**src/rtl/seq_pattern_tx.sv**
```systemverilog
`default_nettype none
// +--------------------------------------------------------------------+
// | seq_pattern_tx: serialises a 5-bit pattern MSB first, reps+1 times, |
// | with a valid/ready handshake. SEQ_PATTERN_TX_GAP_EN adds one idle   |
// | GAP cycle between repetitions.                                      |
// | Revision: 1.0 - initial release                                     |
// +--------------------------------------------------------------------+
module seq_pattern_tx (
   input  logic       clk,
   input  logic       reset,
   input  logic [4:0] pat,
   input  logic [3:0] reps,
   input  logic       start,
   input  logic       abort,
   input  logic       dready,
   output logic       dout,
   output logic       dvalid,
   output logic       busy,
   output logic       done
);

`ifdef SEQ_PATTERN_TX_GAP_EN
   typedef enum logic [1:0] {
      S_IDLE  = 2'd0,
      S_SHIFT = 2'd1,
      S_GAP   = 2'd2
   } state_t;
`else
   typedef enum logic [1:0] {
      S_IDLE  = 2'd0,
      S_SHIFT = 2'd1
   } state_t;
`endif

   state_t      r_state;
   logic [4:0]  r_pat;
   logic [3:0]  r_reps;
   logic [3:0]  r_shreg;   // bits still to present after the one on dout
   logic [2:0]  r_bitcnt;
   logic [3:0]  r_repcnt;

   logic        w_last_bit;
   logic        w_last_rep;

   assign w_last_bit = (r_bitcnt == 3'd4);
   assign w_last_rep = (r_repcnt == r_reps);

   always_ff @(posedge clk or posedge reset) begin
      if (reset) begin
         r_state  <= S_IDLE;
         r_pat    <= 5'd0;
         r_reps   <= 4'd0;
         r_shreg  <= 4'd0;
         r_bitcnt <= 3'd0;
         r_repcnt <= 4'd0;
         dout     <= 1'b0;
         dvalid   <= 1'b0;
         busy     <= 1'b0;
         done     <= 1'b0;
      end else begin
         done <= 1'b0;
         if (abort) begin
            r_state <= S_IDLE;
            dout    <= 1'b0;
            dvalid  <= 1'b0;
            busy    <= 1'b0;
         end else begin
            case (r_state)
               S_IDLE: begin
                  if (start) begin
                     r_pat    <= pat;
                     r_reps   <= reps;
                     r_shreg  <= pat[3:0];
                     r_bitcnt <= 3'd0;
                     r_repcnt <= 4'd0;
                     dout     <= pat[4];
                     dvalid   <= 1'b1;
                     busy     <= 1'b1;
                     r_state  <= S_SHIFT;
                  end
               end
               S_SHIFT: begin
                  // dvalid is always high here, so dready alone marks a transfer
                  if (dready) begin
                     if (!w_last_bit) begin
                        r_bitcnt <= r_bitcnt + 3'd1;
                        dout     <= r_shreg[3];
                        r_shreg  <= {r_shreg[2:0], 1'b0};
                     end else if (w_last_rep) begin
                        r_state <= S_IDLE;
                        dout    <= 1'b0;
                        dvalid  <= 1'b0;
                        busy    <= 1'b0;
                        done    <= 1'b1;
                     end else begin
                        r_repcnt <= r_repcnt + 4'd1;
                        r_bitcnt <= 3'd0;
                        r_shreg  <= r_pat[3:0];
`ifdef SEQ_PATTERN_TX_GAP_EN
                        r_state  <= S_GAP;
                        dout     <= 1'b0;
                        dvalid   <= 1'b0;
`else
                        dout     <= r_pat[4];
`endif
                     end
                  end
               end
`ifdef SEQ_PATTERN_TX_GAP_EN
               S_GAP: begin
                  r_state <= S_SHIFT;
                  dout    <= r_pat[4];
                  dvalid  <= 1'b1;
               end
`endif
               default: begin
                  r_state <= S_IDLE;
                  dout    <= 1'b0;
                  dvalid  <= 1'b0;
                  busy    <= 1'b0;
               end
            endcase
         end
      end
   end

endmodule
`default_nettype wire
```
**config.mk**
```make
export PLATFORM = sky130hd
export DESIGN_NAME = seq_pattern_tx
export DESIGN_NICKNAME = d
export VERILOG_FILES = /design/src/rtl/seq_pattern_tx.sv
export SDC_FILE = /design/constraint.sdc
export NUM_CORES = 1
export LEC_CHECK = 0
export CAP_MARGIN = 20
export CORE_UTILIZATION = 50
export DETAILED_ROUTE_END_ITERATION = 16
export GPL_TIMING_DRIVEN = 0
export PLACE_DENSITY = 0.74
export SKIP_CTS_REPAIR_TIMING = 1
export SYNTH_ARGS = -nofsm -noshare
export SYNTH_HDL_FRONTEND = slang
export SYNTH_SLANG_ARGS = --single-unit
```
**constraint.sdc**
```tcl
create_clock -name clk -period 2.3 [get_ports clk]
set_input_delay 0.46 -clock clk [delete_from_list [all_inputs] [get_ports clk]]
set_output_delay 0.46 -clock clk [all_outputs]
set_load 0.01 [all_outputs]
```
### Word-level counts from Yosys, hierarchy flattened

Index checks and enable logic that the tools add are counted.

* flip-flop bits (word level): 25
* word-level logic and storage cells: 69
* output and inout port bits: 4

* add/subtract/negate cells: 2
* reduce and logical (&&, ||, !) cells: 7
* bitwise operators: 1
* muxes and demuxes: 38
* equality and inequality tests: 12

Operators with widths (count)
* $mux W4: 8
* $pmux W4 S2: 2
* $mux W1: 15
* $ne A3 B3 Y1 const B: 5
* $mux W3: 4
* $mux W2: 5
* $ne A2 B2 Y1 const B: 4
* $pmux W3 S2: 1
* $reduce_and A6 Y1: 1
* $reduce_and A5 Y1: 1
* $add A4 B1 Y4 const B: 1
* $eq A4 B4 Y1: 1
* $pmux W1 S2: 2
* $pmux W2 S2: 1
* $reduce_and A4 Y1: 1
* $add A3 B1 Y3 const B: 1
* $eq A3 B3 Y1 const B: 1
* $reduce_and A3 Y1: 1
* $eq A2 B1 Y1 const B: 1
* $logic_not A2 Y1: 1
* $reduce_and A2 Y1: 1
* $reduce_bool A2 Y1: 1
* $not A1 Y1: 1

### Longest topological paths before layout

* depth after elaboration: 6
* depth in mapped cells: 6
* gate-level depth less buffers: 6

### Worst setup path after synthesis

Ideal clock, no wire load.

* kind: flip-flop to flip-flop
* start: register r_repcnt[0]
* end: register r_shreg[0]
* stages on the path, launching flop included: 6
* data arrival time: 1.496 ns
* setup time: 0.125 ns
* path buffers: 1
* setup slack: 0.679 ns
* cells stage by stage: dfrtp_1 xor2_1 nor4_2 a31o_1 buf_6 mux2_4

* longest elaborated chain between the ends: 3

RTL lines
* start, declared: line 40 `logic [3:0] r_repcnt;`
* start signal, assigned: line 96 `r_repcnt <= r_repcnt + 4'd1;`
* $eq A4 B4 Y1: line 46 `assign w_last_rep = (r_repcnt == r_reps);`
* $ne A3 B3 Y1 (no line)
* $reduce_and A5 Y1 (no line)
* end signal, assigned: line 73 `r_shreg <= pat[3:0];`
* end signal, assigned: line 88 `r_shreg <= {r_shreg[2:0], 1'b0};`
* end signal, assigned: line 98 `r_shreg <= r_pat[3:0];`
* end, declared: line 38 `logic [3:0] r_shreg;`

Every way passes these cells.
A chain may end at the register's enable or synchronous reset.

### Worst setup path in the final report

* start: register r_repcnt[0]
* end: register r_shreg[1]

The elaborated chain is that of the path after synthesis.

==> flow_summary.yaml <==
clock_tree:
  cts.path.max_buffers: 2
  cts_tree: "built"
  cts.sinks: 23
  worstSkewPairLatency_ps: 320
  clk_pin_slew_worst_paths_ps: 130
  numCtsBuffers: 3
  htreeDepth: 1
  clockRootBuffer: "clkbuf_4"
grt:
  overflow: 0
  grt_max_degree: 24
  antenna_found_initial: 0
  grt_pass1_wl_um: 4110
  grt.total_usage_pct: 21.2
  grt_pass1_vias: 914
power:
  power.density_nw_per_um2: 750
  peakVddDrop_v: 0.000480
  leakage_nw: 0.658
floorplanning:
  die-area_um2: 2650
  die_x_um: 51.5
  ioPinCount: 18
  rows: 17
  start_util_pct: 54.3
  core_um2: 2250
  die_h_um: 51.5
worst_hold_path:
  min_to: "r_pat[2]"
  hp-class: "flop to flop"
  holdPathStages: 1
  hp-start: "r_pat[2]"
place:
  routabilityCongestion: 0.801
  dpl.cell_count: 153
  dp_hpwl_um: 1680
  port_buffers: 17
  place_ws_ps: 188
final_layout:
  layout-drive-gt1-share_pct: 20.2
  synthToLayoutAreaGrowth_pct: 18.9
  num-nets-final: 147
  multiInputGateArea_um2: 602
  num-fill-cells: 216
  diodes: 0
  fin_cells: 157
  post-route-util_pct: 64.6
  regArea_um2: 576
yosys:
  syn_area_per_cell_um2: 11.3
  yosysTopAreaCellShare_pct: 47.0
  synth-simple-area-share_pct: 13.8
  yosys.area_share.adder_pct: 3.06
  muxShareOfSynthArea_pct: 19.0
  synth_area_leaders: "dfrtp_1 47%, mux2_2 9.2%, mux2i_1 4.9%"
  yosys_warnings: 0
  syn_area_um2: 1220
  synth-compound-area-share_pct: 10.4
  synth_top_cell_by_area: "dfrtp_1"
  ys.flop_type: "dfrtp_1"
  syn_nets: 125
  async_flop_share_pct: 100
  yosys_register_bits: 23
  synth_top_family_by_area: "multiplexers"
  synth_enable_flop_cells: 0
  ys_seq_area_share_pct: 47.0
  synth_xor_area_share_pct: 2.86
  syn_inst: 108
  ys_types: 33
sta:
  fin_crit_sh_pct: 80.0
  rsz0062_at_grt: "no"
  finalHoldViolCount: 0
  tightestPinTransition_ps: 875
  tns_ps: 0
  holdWs_ps: 521
  slew_headroom_pct: 41.6
  max_freq_mhz: 544
  period_needed_ps: 1840
  setup_viol: 0
  finalClockSkew_ps: 6.74
  maxSlewViolCount: 0
  setup_slack_ps: 460
worst_setup_path:
  crit_required_ps: 2510
  critPathMaxStageDelay_ps: 470
  critPathBufInv: 1
  r2r-end: "r_shreg[1]"
  reg2reg_depth: 5
  cp-start-kind: "flop"
  r2r-start: "r_repcnt[0]"
  worst_setup_path_end_kind: "flop"
  slowest_stage: "dfrtp_1"
  cp_max_fo: 7
  cp_top_family: "flip-flops"
  worstPathCellList: "xor2_1 > nor4_2 > a31o_1 > buf_6 > mux2_4"
  critPathArrivalTime_ps: 2050
  startpoint: "r_repcnt[0]"
  r2r_slack_ps: 460
  crit_type: "flop to flop"
status:
  status: "complete, no violations"
route:
  ant_nets: 0
  drt_pass1_iterations: 4
  post_drt_wl_per_cell_um: 15.0
  drc_errors: 0
  vias_per_cell: 5.68
  first_iter_violations: 11
  vias: 892
  wl_um: 2350
run:
  drv_cap: 0
[where the power goes]
part,switching (mW),internal [mW]
clock,0.123,0.0679
sequential,0.0745,0.494
combinational,0.152,0.181
total,0.349,0.743
[routing by layer]
metal / global-route usage, % / up-vias / share of wire (%)
met5: 0 / - / 0
met4: 9.46 / 0 / 2.0
met3: 3.80 / 5 / 2.8
met2: 34.8 / 14 / 47
met1: 27.3 / 441 / 49
li1: - / 432 / -
[registers in the layout, summed over array words and instances, names as in the netlist]
signal,flops
r_bitcnt,3
r_shreg,4
busy,1
r_pat,5
r_reps,4
r_repcnt,4
done,1
dout,1
[how the worst max path moves through the flow]
stage / end / slack [ps] / cells past startpoint
after floorplan: r_shreg[0] / 680 / 5
after global placement: r_shreg[2] / 210 / 6
after detailed placement: r_shreg[2] / 190 / 6
after CTS: dvalid / 480 / 2
after global routing: dout / 410 / 6
final: r_shreg[1] / 460 / 5
[placed cells by master, fill, tap and decap left out, drive strengths merged, types with 2 or more instances in the layout]
master and instances:
dfrtp 23, clkdlybuf4s50 17, mux2 14, nand2 10, nor2 8, mux2i 6, a21oi 5, o211ai 5
clkbuf 5, xor2 4, inv 4, buf 4, ha 3, or2 2, o21ai 2, nand4b 2
nor4 2, nand2b 2
[layout make-up]
cell class,count,share of cell area (%)
clock buffer,4,1.80
inverter,4,1.03
sequential,23,39.5
multi-input combinational,76,41.3
tap,28,2.41
buffer,5,2.23
timing repair buffer,17,11.7
[through the flow]
step / instance area (µm²) / power [mW]
2_1_floorplan: 1220 / 0.807
3_3_place_gp: 1430 / 0.890
3_5_place_dp: 1430 / 0.908
4_1_cts: 1460 / 1.10
5_1_grt: 1460 / 1.16
6_report: 1460 / 1.09
[cells by family after synthesis]
| logic type | Yosys count |
|---|---|
| fa+ha+maj | 3 |
| flops | 23 |
| xor+xnor | 4 |
| mux | 20 |
| buf+inv | 9 |
| simple gates | 31 |
| compound gates | 18 |
[Yosys cell counts, drive strengths merged, types with 3 or more instances]
library cell,count
nor2,8
o211ai,5
ha,3
nand2,10
mux2,14
xor2,4
a21oi,5
mux2i,6
buf,4
inv,4
dfrtp,23
(Power assumes the default switching activity.)
